--- src/rtl/tl_cntr_param.sv ---
// ---------------------------------------------------------------------------
// tl_cntr_param
//   Two-road traffic light controller with protected left-turn phases and
//   parameterised phase timing. A straight green phase is extended by its
//   road sensor. It lasts at least MIN_GRN cycles and at most MAX_GRN cycles.
//   A left-turn phase runs only when that road has a latched left-turn
//   request at the end of its yellow phase.
//
// Parameters
//   CNT_W    phase timer width; must be able to hold MAX_GRN-1
//   MIN_GRN  minimum green cycles per straight phase (>=1)
//   MAX_GRN  maximum green cycles per straight phase (>=MIN_GRN)
//   YEL      cycles in every yellow phase (>=1)
//   LFT      cycles in every left-turn phase (>=1)
//
// Ports
//   clk         in   rising-edge system clock
//   reset       in   asynchronous active-high reset. Release must be
//                    synchronous to clk.
//   Ta, Tb      in   traffic present on road A / road B
//   left_req_a  in   left-turn request (pulse or level), road A
//   left_req_b  in   left-turn request (pulse or level), road B
//   La, Lb      out  lamp codes: 00 GREEN, 01 YELLOW, 10 RED, 11 LEFT
//   state       out  current state register (S0..S7)
//
// Phase order
//   S0 A_GRN -> S1 A_YEL -> [S2 A_LFT -> S3 A_LYEL] ->
//   S4 B_GRN -> S5 B_YEL -> [S6 B_LFT -> S7 B_LYEL] -> S0
//
// The lamps are Moore outputs decoded only from the state register.
// ---------------------------------------------------------------------------
module tl_cntr_param #(
    parameter int CNT_W   = 5,
    parameter int MIN_GRN = 4,
    parameter int MAX_GRN = 16,
    parameter int YEL     = 2,
    parameter int LFT     = 3
) (
    input  logic       clk,
    input  logic       reset,
    input  logic       Ta,
    input  logic       Tb,
    input  logic       left_req_a,
    input  logic       left_req_b,
    output logic [1:0] La,
    output logic [1:0] Lb,
    output logic [2:0] state
);

    typedef enum logic [2:0] {
        S_A_GRN  = 3'd0,
        S_A_YEL  = 3'd1,
        S_A_LFT  = 3'd2,
        S_A_LYEL = 3'd3,
        S_B_GRN  = 3'd4,
        S_B_YEL  = 3'd5,
        S_B_LFT  = 3'd6,
        S_B_LYEL = 3'd7
    } state_e;

    localparam logic [1:0] LAMP_GREEN  = 2'b00;
    localparam logic [1:0] LAMP_YELLOW = 2'b01;
    localparam logic [1:0] LAMP_RED    = 2'b10;
    localparam logic [1:0] LAMP_LEFT   = 2'b11;

    // The timer value on the last cycle of each phase. Computing these once
    // keeps the comparisons at timer width.
    localparam logic [CNT_W-1:0] MIN_LAST = CNT_W'(MIN_GRN - 1);
    localparam logic [CNT_W-1:0] MAX_LAST = CNT_W'(MAX_GRN - 1);
    localparam logic [CNT_W-1:0] YEL_LAST = CNT_W'(YEL - 1);
    localparam logic [CNT_W-1:0] LFT_LAST = CNT_W'(LFT - 1);
    localparam logic [CNT_W-1:0] CNT_SAT  = {CNT_W{1'b1}};

    state_e            state_q, state_d;
    logic [CNT_W-1:0]  timer_q, timer_d;
    logic              req_a_q, req_a_d;
    logic              req_b_q, req_b_d;

    // -----------------------------------------------------------------------
    // State, timer and request registers
    // -----------------------------------------------------------------------
    always_ff @(posedge clk or posedge reset) begin
        if (reset) begin
            state_q <= S_A_GRN;
            timer_q <= '0;
            req_a_q <= 1'b0;
            req_b_q <= 1'b0;
        end else begin
            state_q <= state_d;
            timer_q <= timer_d;
            req_a_q <= req_a_d;
            req_b_q <= req_b_d;
        end
    end

    // -----------------------------------------------------------------------
    // Next-state logic
    // A green phase ends once the minimum time has elapsed and either the
    // road is empty or the maximum time has been reached. Ta and Tb are
    // looked at only in their own green state.
    // -----------------------------------------------------------------------
    always_comb begin
        state_d = state_q;
        unique case (state_q)
            S_A_GRN: begin
                if (timer_q >= MIN_LAST && (!Ta || timer_q == MAX_LAST))
                    state_d = S_A_YEL;
            end
            S_A_YEL: begin
                if (timer_q == YEL_LAST)
                    state_d = req_a_q ? S_A_LFT : S_B_GRN;
            end
            S_A_LFT: begin
                if (timer_q == LFT_LAST)
                    state_d = S_A_LYEL;
            end
            S_A_LYEL: begin
                if (timer_q == YEL_LAST)
                    state_d = S_B_GRN;
            end
            S_B_GRN: begin
                if (timer_q >= MIN_LAST && (!Tb || timer_q == MAX_LAST))
                    state_d = S_B_YEL;
            end
            S_B_YEL: begin
                if (timer_q == YEL_LAST)
                    state_d = req_b_q ? S_B_LFT : S_A_GRN;
            end
            S_B_LFT: begin
                if (timer_q == LFT_LAST)
                    state_d = S_B_LYEL;
            end
            S_B_LYEL: begin
                if (timer_q == YEL_LAST)
                    state_d = S_A_GRN;
            end
            default: state_d = S_A_GRN;
        endcase
    end

    // -----------------------------------------------------------------------
    // Phase timer: counts the cycles spent in the current state. It restarts
    // at 0 on every state change and saturates rather than wrapping.
    // -----------------------------------------------------------------------
    always_comb begin
        timer_d = timer_q;
        if (state_d != state_q)
            timer_d = '0;
        else if (timer_q != CNT_SAT)
            timer_d = timer_q + 1'b1;
    end

    // -----------------------------------------------------------------------
    // Left-turn request latches
    // A request is consumed on the edge that enters the road's left phase.
    // A request that arrives on that same edge is dropped. The clear has
    // priority because the request is being served in that phase.
    // -----------------------------------------------------------------------
    always_comb begin
        req_a_d = req_a_q | left_req_a;
        req_b_d = req_b_q | left_req_b;
        if (state_d == S_A_LFT && state_q != S_A_LFT)
            req_a_d = 1'b0;
        if (state_d == S_B_LFT && state_q != S_B_LFT)
            req_b_d = 1'b0;
    end

    // -----------------------------------------------------------------------
    // Output decode (Moore). In every state at least one road is RED.
    // -----------------------------------------------------------------------
    always_comb begin
        La = LAMP_RED;
        Lb = LAMP_RED;
        unique case (state_q)
            S_A_GRN:            La = LAMP_GREEN;
            S_A_YEL, S_A_LYEL:  La = LAMP_YELLOW;
            S_A_LFT:            La = LAMP_LEFT;
            S_B_GRN:            Lb = LAMP_GREEN;
            S_B_YEL, S_B_LYEL:  Lb = LAMP_YELLOW;
            S_B_LFT:            Lb = LAMP_LEFT;
            default: begin
                La = LAMP_RED;
                Lb = LAMP_RED;
            end
        endcase
    end

    assign state = state_q;

endmodule

--- config.mk ---
export PLATFORM = sky130hd
export DESIGN_NAME = tl_cntr_param
export DESIGN_NICKNAME = d
export VERILOG_FILES = /design/src/rtl/tl_cntr_param.sv
export SDC_FILE = /design/constraint.sdc
export NUM_CORES = 1
export LEC_CHECK = 0
export CAP_MARGIN = 20
export CORE_MARGIN = 3
export CORE_UTILIZATION = 30
export DETAILED_ROUTE_END_ITERATION = 8
export PLACE_DENSITY_LB_ADDON = 0.1
export SYNTH_ARGS = -nofsm -noshare
export SYNTH_HDL_FRONTEND = slang
export SYNTH_SLANG_ARGS = --single-unit
--- constraint.sdc ---
create_clock -name clk -period 4.25 [get_ports clk]
set_clock_uncertainty 0.05 [all_clocks]
set_input_delay 0.85 -clock clk [delete_from_list [all_inputs] [get_ports clk]]
set_output_delay 0.85 -clock clk [all_outputs]
set_load 0.03 [all_outputs]
==> results.md, run 1 <==
* Crit-path max cell delay at 0.66 ns
* Total CTS buffers at 3
* Synthesized area at 638 µm²
* Initial Util at 32.2%
* Reg2reg start: timer_q[0]
* Slew HR at 72.0%
* Arr. time, crit path at 1.78 ns
* Critical path peak fanout at 11
* Outcome: complete, no violations
* Worst-skew pair later-pin latency at 0.25 ns
* Reg-to-reg slack, setup at 2.28 ns
* I/O pin total at 13
* CP top delay family: buffers and inverters
* Area share of the largest cell type after synthesis at 39.2%
* Hold Crit Depth at 1
* Initial DRC Count at 7
* Final Max Slew Viols at 0
* Vias in the first global route at 440
* Crit path buffers/inverters at 1
* Gr usage total at 10.1%
* Yosys synthesis warning count at 0
* Syn nets at 79
* H-tree depth at 1
* # diodes at 0
* Required time worst endpoint at 3.35 ns
* Antenna-violating nets left at 0
* GR Overflow Total at 0
* Drt pass-1 iters at 4
* Maximum vdd drop at 316 µV
* Clock transition at path regs at 0.06 ns
* Synthesized instance count at 68
* Final WL at 1160 µm
* Worst slew pin tran at 0.420 ns
* CTS tree: done
* DR WL/cell at 10.9 µm
* R2R cell count at 7
* DR vias at 493
* Post-Layout Inst Area at 793 µm²
* Core Region at 0.00198 mm²
* Synth area leaders: dfrtp_1 (39%), ha_1 (9.8%), nor3_1 (5.5%), nor2_1 (4.7%), a21oi_1 (3.9%)
* Via density at 4.61
* Placed cell area at 771 µm²
* Hold EP: req_b_q
* Total power at 616 µW
* CP Capture Type: output port
* Hold Crit Start: req_b_q
* Initial antenna violation count at 0
* Lkg Pwr at 0.000356 µW
* DP HPWL at 893 µm
* Yosys top cell by area: dfrtp_1
* Final Critical Period at 2.68 ns
* Startpoint types: flop
* Final setup fails at 0
* Pwr per Cell Area at 777 mW/mm²
* Post-CTS setup buffers at 0
* Area growth from synthesis to layout at 24.3%
* Seq/Total Area, Yosys at 39.2%
* Commonest non-fill, non-tap cell in the layout: clkdlybuf4s50_1
* CTS sink count at 10
* Max_cap viols at 0
* Most frequent CP cell: nand2b_1
* DR DRC count at 0
* Worst-case clock buffer depth at 2
* Worst reg2reg endpoint: timer_q[1]
* Synth cell types at 24
* Hold Crit Class: reg2reg
* Fin crit share at 63.2%
* I/O Buffers at 12
* Share of cells above drive strength 1 at 8.75%
* Kind of critical path: reg2out
* Slowest stage cell on the critical path: clkdlybuf4s50_1
* Avg Cell Area, Syn at 9.38 µm²
* Final Wtd Congestion at 0.721
* Area of the die at 0.00272 mm²
* Pin count of the biggest net entering global routing at 12
* Peak Freq at 0.373 GHz
* FP Rows at 16
* Fin nets at 93
* # hold bufs at CTS at 0
* RSZ-0062 raised after global routing: no
* Final setup TNS at 0 ns
* Cell Chain, Critical Path: nand2b_1 > nand2b_1 > clkdlybuf4s50_1
* Global-route wire length before repair at 1990 µm
* Most frequent cells in the layout: clkdlybuf4s50_1 (12), dfrtp_1 (10), nor2_1 (8)
* Clk root buf: clkbuf_4
* Die H at 52.1 µm
* Die Wd at 52.1 µm
* Final hold vios at 0
* Fillers at 203
* #FFs+latches synth at 10
* Post-cts resize count at 0
## Yosys cell counts, drive strengths merged
library cell,n
a2111oi,1
a211oi,1
a21o,1
a21oi,5
a22o,1
a31oi,1
and3,2
buf,3
dfrtp,10
ha,5
inv,5
mux2,1
nand2,2
nand2b,2
nand3,1
nand4b,1
nor2,8
nor2b,4
nor3,8
o21ai,3
xnor2,1
xor2,2
## layer usage
layer | routed length (µm) | global-route usage (%) | vias to the layer above
met5 | 0 | 0 | -
met4 | 0 | 2.62 | 0
met3 | 51 | 5.16 | 0
met2 | 526 | 15.5 | 8
met1 | 586 | 12.4 | 228
li1 | - | - | 257
## cell type report
| cell class | count | area (µm²) | area share, % |
|---|---|---|---|
| multi-input combinational | 50 | 348 | 43.8 |
| tap | 27 | 33.8 | 4.26 |
| clock buffer | 3 | 22.5 | 2.84 |
| inverter | 5 | 18.8 | 2.37 |
| timing repair buffer | 12 | 120 | 15.1 |
| sequential | 10 | 250 | 31.5 |
## report_power, final
group	switching, µW	leakage, µW	internal (µW)
registers	74.7	0.000120	133
clock network	28.1	0.0000138	32.5
logic	188	0.000222	161
total	290	0.000356	326
## how the worst max path moves through the flow
stage                  start  endpoint  slack, ns  cells after the start
global placement    state[1]     La[1]       1.84                      3
floorplan           state[1]     Lb[0]       2.06                      3
detailed placement  state[1]     La[1]       1.84                      3
global route        state[1]     La[1]       1.45                      3
CTS                 state[1]     La[1]       1.55                      3
finish              state[1]     La[1]       1.57                      3
## flip-flops by register name, summed over array words and instances, names as in the netlist
register  flops
req_a_q       1
req_b_q       1
state         3
timer_q       5
## logic make-up after synthesis
group                      count (synthesis)  share of synthesized area, %
AOI/OAI and AO/OA                         13                          15.3
DFF                                       10                          39.2
muxes                                      1                          2.35
xor gates and xnor gates                   3                          4.12
and+or+nand+nor                           28                          22.9
buffers and inverters                      8                          6.27
adders and majority gates                  5                          9.80
## metrics by stage
stage / hold slack, ns / utilization (%) / instances / setup slack (ns)
6_report: 0.464 / 40.0 / 107 / 1.57
5_1_grt: 0.516 / 40.0 / 107 / 1.45
4_1_cts: 0.467 / 40.0 / 107 / 1.55
3_5_place_dp: 0.458 / 38.9 / 104 / 1.84
3_3_place_gp: 0.466 / 38.9 / 104 / 1.84
2_1_floorplan: 0.422 / - / 68 / 2.06
Power figures use the tool's default switching activity.
==> inputs of run 2 (changes only) <==
Clock period 4.25 ns to 2.7 ns, I/O delays scaled along.
==> run 2 against run 1 <==
Net effect: core utilization is the same; final area is the same; register-to-register slack lost 1.5 ns; total power grew 57%; hold slack gained 0.0030 ns; routed wire length shrank 0.77%; non-clock buffer count is the same; final cell count is the same; combinational power grew 57%; sequential cell count is the same; critical path depth is the same; global-route usage is essentially flat; critical path type unchanged; highest routed layer unchanged.
==> results.md, run 2 (synthesized netlist as in run 1, its figures left out) <==
* # diodes at 0 (unchanged)
* Clock transition at path regs at 0.06 ns (about the same)
* Commonest non-fill, non-tap cell in the layout: clkdlybuf4s50_1
* DR WL/cell at 10.8 µm (-0.77%)
* Gr usage total at 10.1% (+0.048 points)
* I/O Buffers at 12 (unchanged)
* Total CTS buffers at 3 (unchanged)
* Global-route wire length before repair at 1960 µm (-1.4%)
* Die H at 52.1 µm (unchanged)
* Post-CTS setup buffers at 0 (unchanged)
* Slew HR at 73.1% (+1.1 points)
* Final hold vios at 0 (unchanged)
* Outcome: complete, no violations
* Kind of critical path: reg2out
* Worst-skew pair later-pin latency at 0.26 ns (about the same)
* Post-Layout Inst Area at 793 µm² (unchanged)
* Final WL at 1160 µm (-0.77%)
* Worst-case clock buffer depth at 2 (unchanged)
* Pin count of the biggest net entering global routing at 12 (unchanged)
* Area of the die at 0.00272 mm² (unchanged)
* I/O pin total at 13 (unchanged)
* Final setup fails at 0 (unchanged)
* DR vias at 495 (+0.41%)
* Final Critical Period at 2.36 ns
* Area growth from synthesis to layout at 24.3% (unchanged)
* Flip-flop count of the largest register after layout at 5 (unchanged)
* Peak Freq at 0.424 GHz
* Vias in the first global route at 453 (+3.0%)
* Final Wtd Congestion at 0.721 (unchanged)
* Arr. time, crit path at 1.77 ns (about the same)
* CTS sink count at 10 (unchanged)
* Hold Crit Class: reg2reg
* Via density at 4.63 (+0.41%)
* DP HPWL at 894 µm (+0.11%)
* Core Region at 0.00198 mm² (unchanged)
* Fin nets at 93 (unchanged)
* Initial antenna violation count at 0 (unchanged)
* Die Wd at 52.1 µm (unchanged)
* Initial Util at 32.2% (unchanged)
* DR DRC count at 0 (unchanged)
* Drt pass-1 iters at 2 (-2)
* Worst slew pin tran at 0.404 ns (-0.0158 ns)
* GR Overflow Total at 0 (unchanged)
* Max_cap viols at 0 (unchanged)
* RSZ-0062 raised after global routing: no
* Reg with most FFs: timer_q
* Critical path peak fanout at 11 (unchanged)
* Lkg Pwr at 0.000356 µW (unchanged)
* Antenna-violating nets left at 0 (unchanged)
* CTS tree: done
* Final setup TNS at 0 ns (unchanged)
* Final Max Slew Viols at 0 (unchanged)
* Share of cells above drive strength 1 at 8.75% (unchanged)
* Startpoint types: flop
* H-tree depth at 1 (unchanged)
* Maximum vdd drop at 501 µV (+58%)
* Post-cts resize count at 0 (unchanged)
* Most frequent cells in the layout: clkdlybuf4s50_1 (12), dfrtp_1 (10), nor2_1 (8)
* # hold bufs at CTS at 0 (unchanged)
* FP Rows at 16 (unchanged)
* CP Capture Type: output port
* Placed cell area at 771 µm² (unchanged)
* Clk root buf: clkbuf_4
* Required time worst endpoint at 2.11 ns (-1.24 ns)
* Initial DRC Count at 2 (-5)
* Worst hold slack at 0.467 ns (+0.00295 ns)
* Fin crit share at 87.4%
* Pwr per Cell Area at 1220 mW/mm² (+57%)
run 2: cell counts in the layout (fill, tap and decap cells not counted):
Identical to the previous run, type by type.
run 2: power breakdown:
group	total, µW	switching (µW)	internal [µW]
Clock	95.5	44.4	51.1
Combinational	547	294	253
Sequential	324	115	209
Total	966	454	513
run 2: through the flow:
step	setup slack (ns)	total power [µW]	utilization [%]	cells
after global routing	0.210	1060	40.0	107
after CTS	0.306	983	40.0	107
after detailed placement	0.597	884	38.9	104
after global placement	0.599	884	38.9	104
after floorplan	0.823	719	-	68
final	0.340	966	40.0	107
run 2: worst max-delay path: stages (launching register included):
cell,delay (ns)
dfrtp_1,0.59
nand2b_1,0.17
nand2b_1,0.10
clkdlybuf4s50_1,0.66
run 2: routing by layer:
| metal | GRT usage [%] | wire length, µm |
|---|---|---|
| met2 | 16.7 | 549 |
| met4 | 2.62 | 0 |
| met1 | 10.9 | 552 |
| met3 | 6.02 | 53 |
| met5 | 0 | 0 |
run 2: final timing paths:
path                             from         end  slack [ns]  cells after the start
setup / recovery             state[1]       La[1]        0.34                      3
hold / removal                req_b_q     req_b_q        0.47                      1
setup reg to reg           timer_q[0]  timer_q[1]        0.74                      7
hold reg to reg               req_b_q     req_b_q        0.47                      1
max in group asynchronous       reset  timer_q[4]        1.82                      2
min in group asynchronous       reset  timer_q[0]        0.50                      2
run 2: layout make-up:
class	count	area [µm²]
fill	208	1190
multi-input combinational	50	348
sequential	10	250
timing repair buffer	12	120
tap	27	33.8
clock buffer	3	22.5
inverter	5	18.8
